**src/rtl/timer0_sfr.sv**
```systemverilog
// Timer/counter 0 with its TMOD/TCON/TL0/TH0 SFRs and the TF0 interrupt flag.
// Optional macro TIMER0_GATE_EN enables INT0 gating of the run condition via TMOD.GATE.
module timer0_sfr #(
  parameter int          PRESCALE  = 12,
  parameter logic [7:0]  TCON_ADDR = 8'h88,
  parameter logic [7:0]  TMOD_ADDR = 8'h89,
  parameter logic [7:0]  TL0_ADDR  = 8'h8A,
  parameter logic [7:0]  TH0_ADDR  = 8'h8C
) (
  input  logic       i_clk,
  input  logic       i_rst_n,
  input  logic       i_wr_en,
  input  logic [7:0] i_wr_addr,
  input  logic [7:0] i_wr_data,
  input  logic       i_t0,
  input  logic       i_int0,
  input  logic       i_tf0_ack,
  output logic [7:0] o_tmod,
  output logic [7:0] o_tcon,
  output logic [7:0] o_tl0,
  output logic [7:0] o_th0,
  output logic       o_tf0_irq
);
  localparam int PW = $clog2(PRESCALE);

  logic [7:0]    r_tmod, r_tcon, r_tl0, r_th0;
  logic [PW-1:0] r_pre;
  logic [2:0]    r_t0_s;      // [1:0] synchroniser, [2] previous synchronised value
  logic          w_run, w_t0_fall, w_pre_end, w_tick, w_ovf;
  logic          w_wr_tcon, w_wr_tmod, w_wl, w_wh;
  logic [7:0]    w_tl_n, w_th_n, w_tcon_n;

  assign w_wr_tcon = i_wr_en && (i_wr_addr == TCON_ADDR);
  assign w_wr_tmod = i_wr_en && (i_wr_addr == TMOD_ADDR);
  assign w_wl      = i_wr_en && (i_wr_addr == TL0_ADDR);
  assign w_wh      = i_wr_en && (i_wr_addr == TH0_ADDR);

`ifdef TIMER0_GATE_EN
  logic [1:0] r_int0_s;
  always_ff @(posedge i_clk or negedge i_rst_n)
    if (!i_rst_n) r_int0_s <= 2'b00;
    else          r_int0_s <= {r_int0_s[0], i_int0};
  assign w_run = r_tcon[4] & (~r_tmod[3] | r_int0_s[1]);
`else
  logic w_unused_int0;
  assign w_unused_int0 = i_int0;
  assign w_run = r_tcon[4];
`endif

  assign w_t0_fall = r_t0_s[2] & ~r_t0_s[1];
  assign w_pre_end = (r_pre == PW'(PRESCALE - 1));
  // A TCON write that stops the timer also swallows a tick landing on the same edge.
  assign w_tick = w_run & (r_tmod[2] ? w_t0_fall : w_pre_end)
                & ~(w_wr_tcon & ~i_wr_data[4]);

  // A written byte takes the write data and produces no carry or overflow of its own.
  always_comb begin
    w_tl_n = r_tl0;
    w_th_n = r_th0;
    w_ovf  = 1'b0;
    if (w_tick) begin
      case (r_tmod[1:0])
        2'd0: begin
          w_tl_n = {r_tl0[7:5], r_tl0[4:0] + 5'd1};
          if (r_tl0[4:0] == 5'h1f && !w_wl) begin
            w_th_n = r_th0 + 8'd1;
            w_ovf  = (r_th0 == 8'hff) && !w_wh;
          end
        end
        2'd2: begin
          if (r_tl0 == 8'hff) begin
            w_tl_n = r_th0;
            w_ovf  = !w_wl;
          end else begin
            w_tl_n = r_tl0 + 8'd1;
          end
        end
        default: begin
          w_tl_n = r_tl0 + 8'd1;
          if (r_tl0 == 8'hff && !w_wl) begin
            w_th_n = r_th0 + 8'd1;
            w_ovf  = (r_th0 == 8'hff) && !w_wh;
          end
        end
      endcase
    end
    if (w_wl) w_tl_n = i_wr_data;
    if (w_wh) w_th_n = i_wr_data;
  end

  // Hardware overflow beats any software clear of TF0.
  always_comb begin
    w_tcon_n = w_wr_tcon ? i_wr_data : r_tcon;
    if (i_tf0_ack) w_tcon_n[5] = 1'b0;
    if (w_ovf)     w_tcon_n[5] = 1'b1;
  end

  always_ff @(posedge i_clk or negedge i_rst_n) begin
    if (!i_rst_n) begin
      r_tmod <= 8'h00;
      r_tcon <= 8'h00;
      r_tl0  <= 8'h00;
      r_th0  <= 8'h00;
      r_pre  <= '0;
      r_t0_s <= 3'b000;
    end else begin
      r_t0_s <= {r_t0_s[1:0], i_t0};
      r_pre  <= (!w_run || w_pre_end) ? '0 : r_pre + PW'(1);
      if (w_wr_tmod) r_tmod <= i_wr_data;
      r_tcon <= w_tcon_n;
      r_tl0  <= w_tl_n;
      r_th0  <= w_th_n;
    end
  end

  assign o_tmod    = r_tmod;
  assign o_tcon    = r_tcon;
  assign o_tl0     = r_tl0;
  assign o_th0     = r_th0;
  assign o_tf0_irq = r_tcon[5];
endmodule

```
**config.mk**
```make
export PLATFORM = sky130hd
export DESIGN_NAME = timer0_sfr
export DESIGN_NICKNAME = d
export VERILOG_FILES = /design/src/rtl/timer0_sfr.sv
export SDC_FILE = /design/constraint.sdc
export NUM_CORES = 1
export LEC_CHECK = 0
export CORE_ASPECT_RATIO = 0.75
export CORE_MARGIN = 2
export CORE_UTILIZATION = 46
export CTS_BUF_LIST = sky130_fd_sc_hd__clkbuf_4 sky130_fd_sc_hd__clkbuf_8
export CTS_CLUSTER_SIZE = 8
export DETAILED_ROUTE_END_ITERATION = 16
export GPL_TIMING_DRIVEN = 0
export PLACE_DENSITY = 0.79
export SLEW_MARGIN = 20
export SYNTH_ARGS = -nofsm -noshare
export SYNTH_HDL_FRONTEND = slang
export SYNTH_SLANG_ARGS = --single-unit
```
**constraint.sdc**
```tcl
create_clock -name i_clk -period 2.19 [get_ports i_clk]
set_input_delay 0.438 -clock i_clk [delete_from_list [all_inputs] [get_ports i_clk]]
set_output_delay 0.438 -clock i_clk [all_outputs]
set_load 0.005 [all_outputs]
```
==> results.json, run 1 <==
{
  "finalCritPeriodShare": 0.9696,
  "cap_violations": 0,
  "critical_path_class": "in2reg",
  "ys_seq_area_frac": 0.4591,
  "relSlewSlack": 0.5267,
  "outcome": "complete, no violations",
  "fin_skew_ns": 0.005858,
  "io_buffer_count": 53,
  "required_ns": 2.36,
  "synth_ff_type": "dfrtp_1",
  "fill_cells": 371,
  "fmax_ghz": 0.4709,
  "antenna_left": 0,
  "fp.dieW_um": 82.50,
  "synth_cell_types": 44,
  "row_count": 21,
  "wl_per_cell_um": 16.31,
  "slew_violations": 0,
  "cts.path.max_buffers": 2,
  "clk_latency_ns": 0.29,
  "finalSetupViolations": 0,
  "synth_edf_count": 0,
  "grt_max_degree": 27,
  "yosysMostFrequentCell": "dfrtp_1",
  "via_per_inst": 5.534,
  "start_util": 0.4787,
  "start_kind": "primary input",
  "design.portCount": 55,
  "post-route-util": 0.6495,
  "ys_warn_count": 0,
  "drtIter0Drc": 96,
  "hold_violations": 0,
  "pwr-share-comb": 0.150,
  "grt_pass1_vias": 1756,
  "synth_common_cells": "39 x dfrtp_1, 22 x nand2_1, 19 x nor2_1",
  "cts-root-buf": "clkbuf_8",
  "synth_nets": 227,
  "cellPowerDensity_nw_per_um2": 528.3,
  "p_leak_nw": 1.247,
  "synthCells": 201,
  "rsz0062_at_grt": "true",
  "register_area_um2": 975.9,
  "ys_top_cells_by_area": "dfrtp_1 46%, mux2_4 5.7%, nand2_1 3.9%, mux2_2 3.7%, nor2_1 3.4%",
  "vias": 1771,
  "grt_usage": 0.2154,
  "sw_frac_of_total": 0.2453,
  "tns_ns": 0,
  "syn-cell-area_um2": 2126,
  "clock_sinks": 39,
  "area_growth_pct": 35.67,
  "die_y_um": 62.87,
  "dpl_cell_area_um2": 2746,
  "gp_congestion": 0.8366,
  "routed_wl_um": 5218,
  "antenna_cells": 0,
  "intPower_mw": 1.150,
  "synth_top_area_share": 0.4591,
  "dr.pass1.iters": 4,
  "cts_tree": "built",
  "core_area_um2": 4441,
  "async_reset_ff_frac": 1.000,
  "holdCritPathClass": "in2async",
  "hold_buffers": 0,
  "syn_area_per_cell_um2": 10.58,
  "grt_overflow": 0,
  "ir_drop_mv": 0.3389,
  "drc_errors": 0,
  "setup.worst_path.end_class": "register",
  "yosysTopAreaCell": "dfrtp_1",
  "power_frac_seq": 0.529,
  "p_switching_uw": 373.7,
  "hpwl_um": 3846,
  "grt_pass1_wl_um": 8480,
  "antenna_found_initial": 0,
  "cts_buffers": 5,
  "cp.arrival_ns": 2.30,
  "path_clk_slew_ns": 0.08,
  "path_max_fanout": 5,
  "ys_ff_latch": 39,
  "pwr-share-clk": 0.320,
  "period_needed_ns": 2.123,
  "stdcell_area_um2": 2884,
  "num-nets-final": 289,
  "htreeDepth": 2,
  "drive_above_1_share": 0.1901,
  "die-area_um2": 5186,
  "tightestPinTransition_ns": 0.7046,
  "multi_input_area_um2": 1116
}
==> layout by cell type (no fill, tap or decap), types with 2 or more instances in the layout <==
cell / count
xor2_1: 7
clkbuf_8: 6
xnor2_1: 5
o21ai_0: 12
a21o_1: 2
and4bb_2: 2
nor2_2: 2
mux2_4: 8
a21oi_1: 11
nor3_1: 2
mux2_2: 7
nor2b_1: 2
dfrtp_1: 39
clkdlybuf4s50_1: 50
nand3b_1: 2
nand3_2: 2
buf_4: 6
nand2_1: 22
dlymetal6s2s_1: 2
ha_1: 3
and3_1: 4
mux2i_1: 6
inv_1: 2
nand3_1: 6
nand4_1: 4
nor2_1: 17
and3_2: 2
==> critical path: stages <==
cell and delay [ns]:
clkdlybuf4s50_1 0.56, and4bb_2 0.28, and3_2 0.23, nor3_2 0.30
a21bo_2 0.26, a21oi_1 0.12, o21ai_0 0.10
==> sequential cells by signal (all words and copies together) (netlist names) <==
signal	count
o_tcon	8
o_th0	8
o_tl0	8
o_tmod	8
r_pre	4
r_t0_s	3
==> power groups by stage <==
stage | logic [mW] | clock network, mW | registers, mW
final | 0.229 | 0.488 | 0.806
after global routing | 0.252 | 0.528 | 0.813
after CTS | 0.232 | 0.497 | 0.806
after detailed placement | 0.223 | 0 | 0.822
after global placement | 0.213 | 0 | 0.821
after floorplan | 0.0685 | 0 | 0.814
==> what timing repair did <==
action                     CTS  global route
setup endpoints to repair   25            29
setup buffers                3             2
hold endpoints to repair     0             0
resized for setup            4             8
pin swaps                    2             4
==> routing by layer <==
metal	GRT usage	share of wire	vias up
met5	0	0	-
met4	0.04918	0.0067	0
met3	0.06069	0.079	4
met2	0.3246	0.45	69
met1	0.3076	0.46	856
li1	-	-	842
==> worst paths after layout <==
path,slack [ns],end,depth (start not counted),start
min,0.04,o_tl0[7]$_DFFE_PN0P_,1,i_rst_n
max in group asynchronous,1.69,o_tmod[4]$_DFFE_PN0P_,2,i_rst_n
min reg2reg,0.36,r_t0_s[1]$_DFF_PN0_,0,r_t0_s[0]$_DFF_PN0_
max,0.07,o_tl0[5]$_DFFE_PN0P_,7,i_wr_addr[0]
max reg2reg,0.11,o_th0[5]$_DFFE_PN0P_,9,o_tl0[0]$_DFFE_PN0P_
min in group i_clk,0.36,r_t0_s[1]$_DFF_PN0_,0,r_t0_s[0]$_DFF_PN0_
==> final cells by class <==
| cell class | count | area share |
|---|---|---|
| Clock inverter | 1 | 0.001735 |
| Tap cell | 57 | 0.02473 |
| Multi-Input combinational cell | 152 | 0.3870 |
| Sequential cell | 39 | 0.3384 |
| Clock buffer | 6 | 0.02863 |
| Inverter | 2 | 0.002603 |
| Timing Repair Buffer | 59 | 0.2039 |
| Buffer | 4 | 0.01302 |
==> cells by family (layout without fill, tap and decap cells) <==
logic type                 count (synthesis)  after routing  synth area share
and+or+nand+nor                           79             79            0.2136
DFF                                       39             39            0.4591
AOI/OAI and AO/OA                         36             36            0.1001
muxes                                     21             21            0.1218
xor gates and xnor gates                  12             12           0.04944
buffers and inverters                     10             72           0.03237
adders and majority gates                  4              4           0.02354
==> metrics by stage <==
stage / hold WS, ns / std cells / total power [mW] / setup slack [ns]
final: 0.04285 / 320 / 1.524 / 0.06661
after global routing: 0.05958 / 320 / 1.593 / -0.03790
after CTS: 0.04699 / 321 / 1.535 / 0.02975
after detailed placement: 0.3379 / 312 / 1.045 / -0.3584
after global placement: 0.3342 / 311 / 1.035 / -0.3289
after floorplan: 0.1424 / 201 / 0.8822 / 0.02168
(Power assumes the default switching activity.)
==> run 2: changes to the inputs <==
Settings changed: ABC_CLOCK_PERIOD_IN_PS set to 2190.
==> results of run 2 <==
No change in the layout: final DEF, timing and power equal those of run 1.
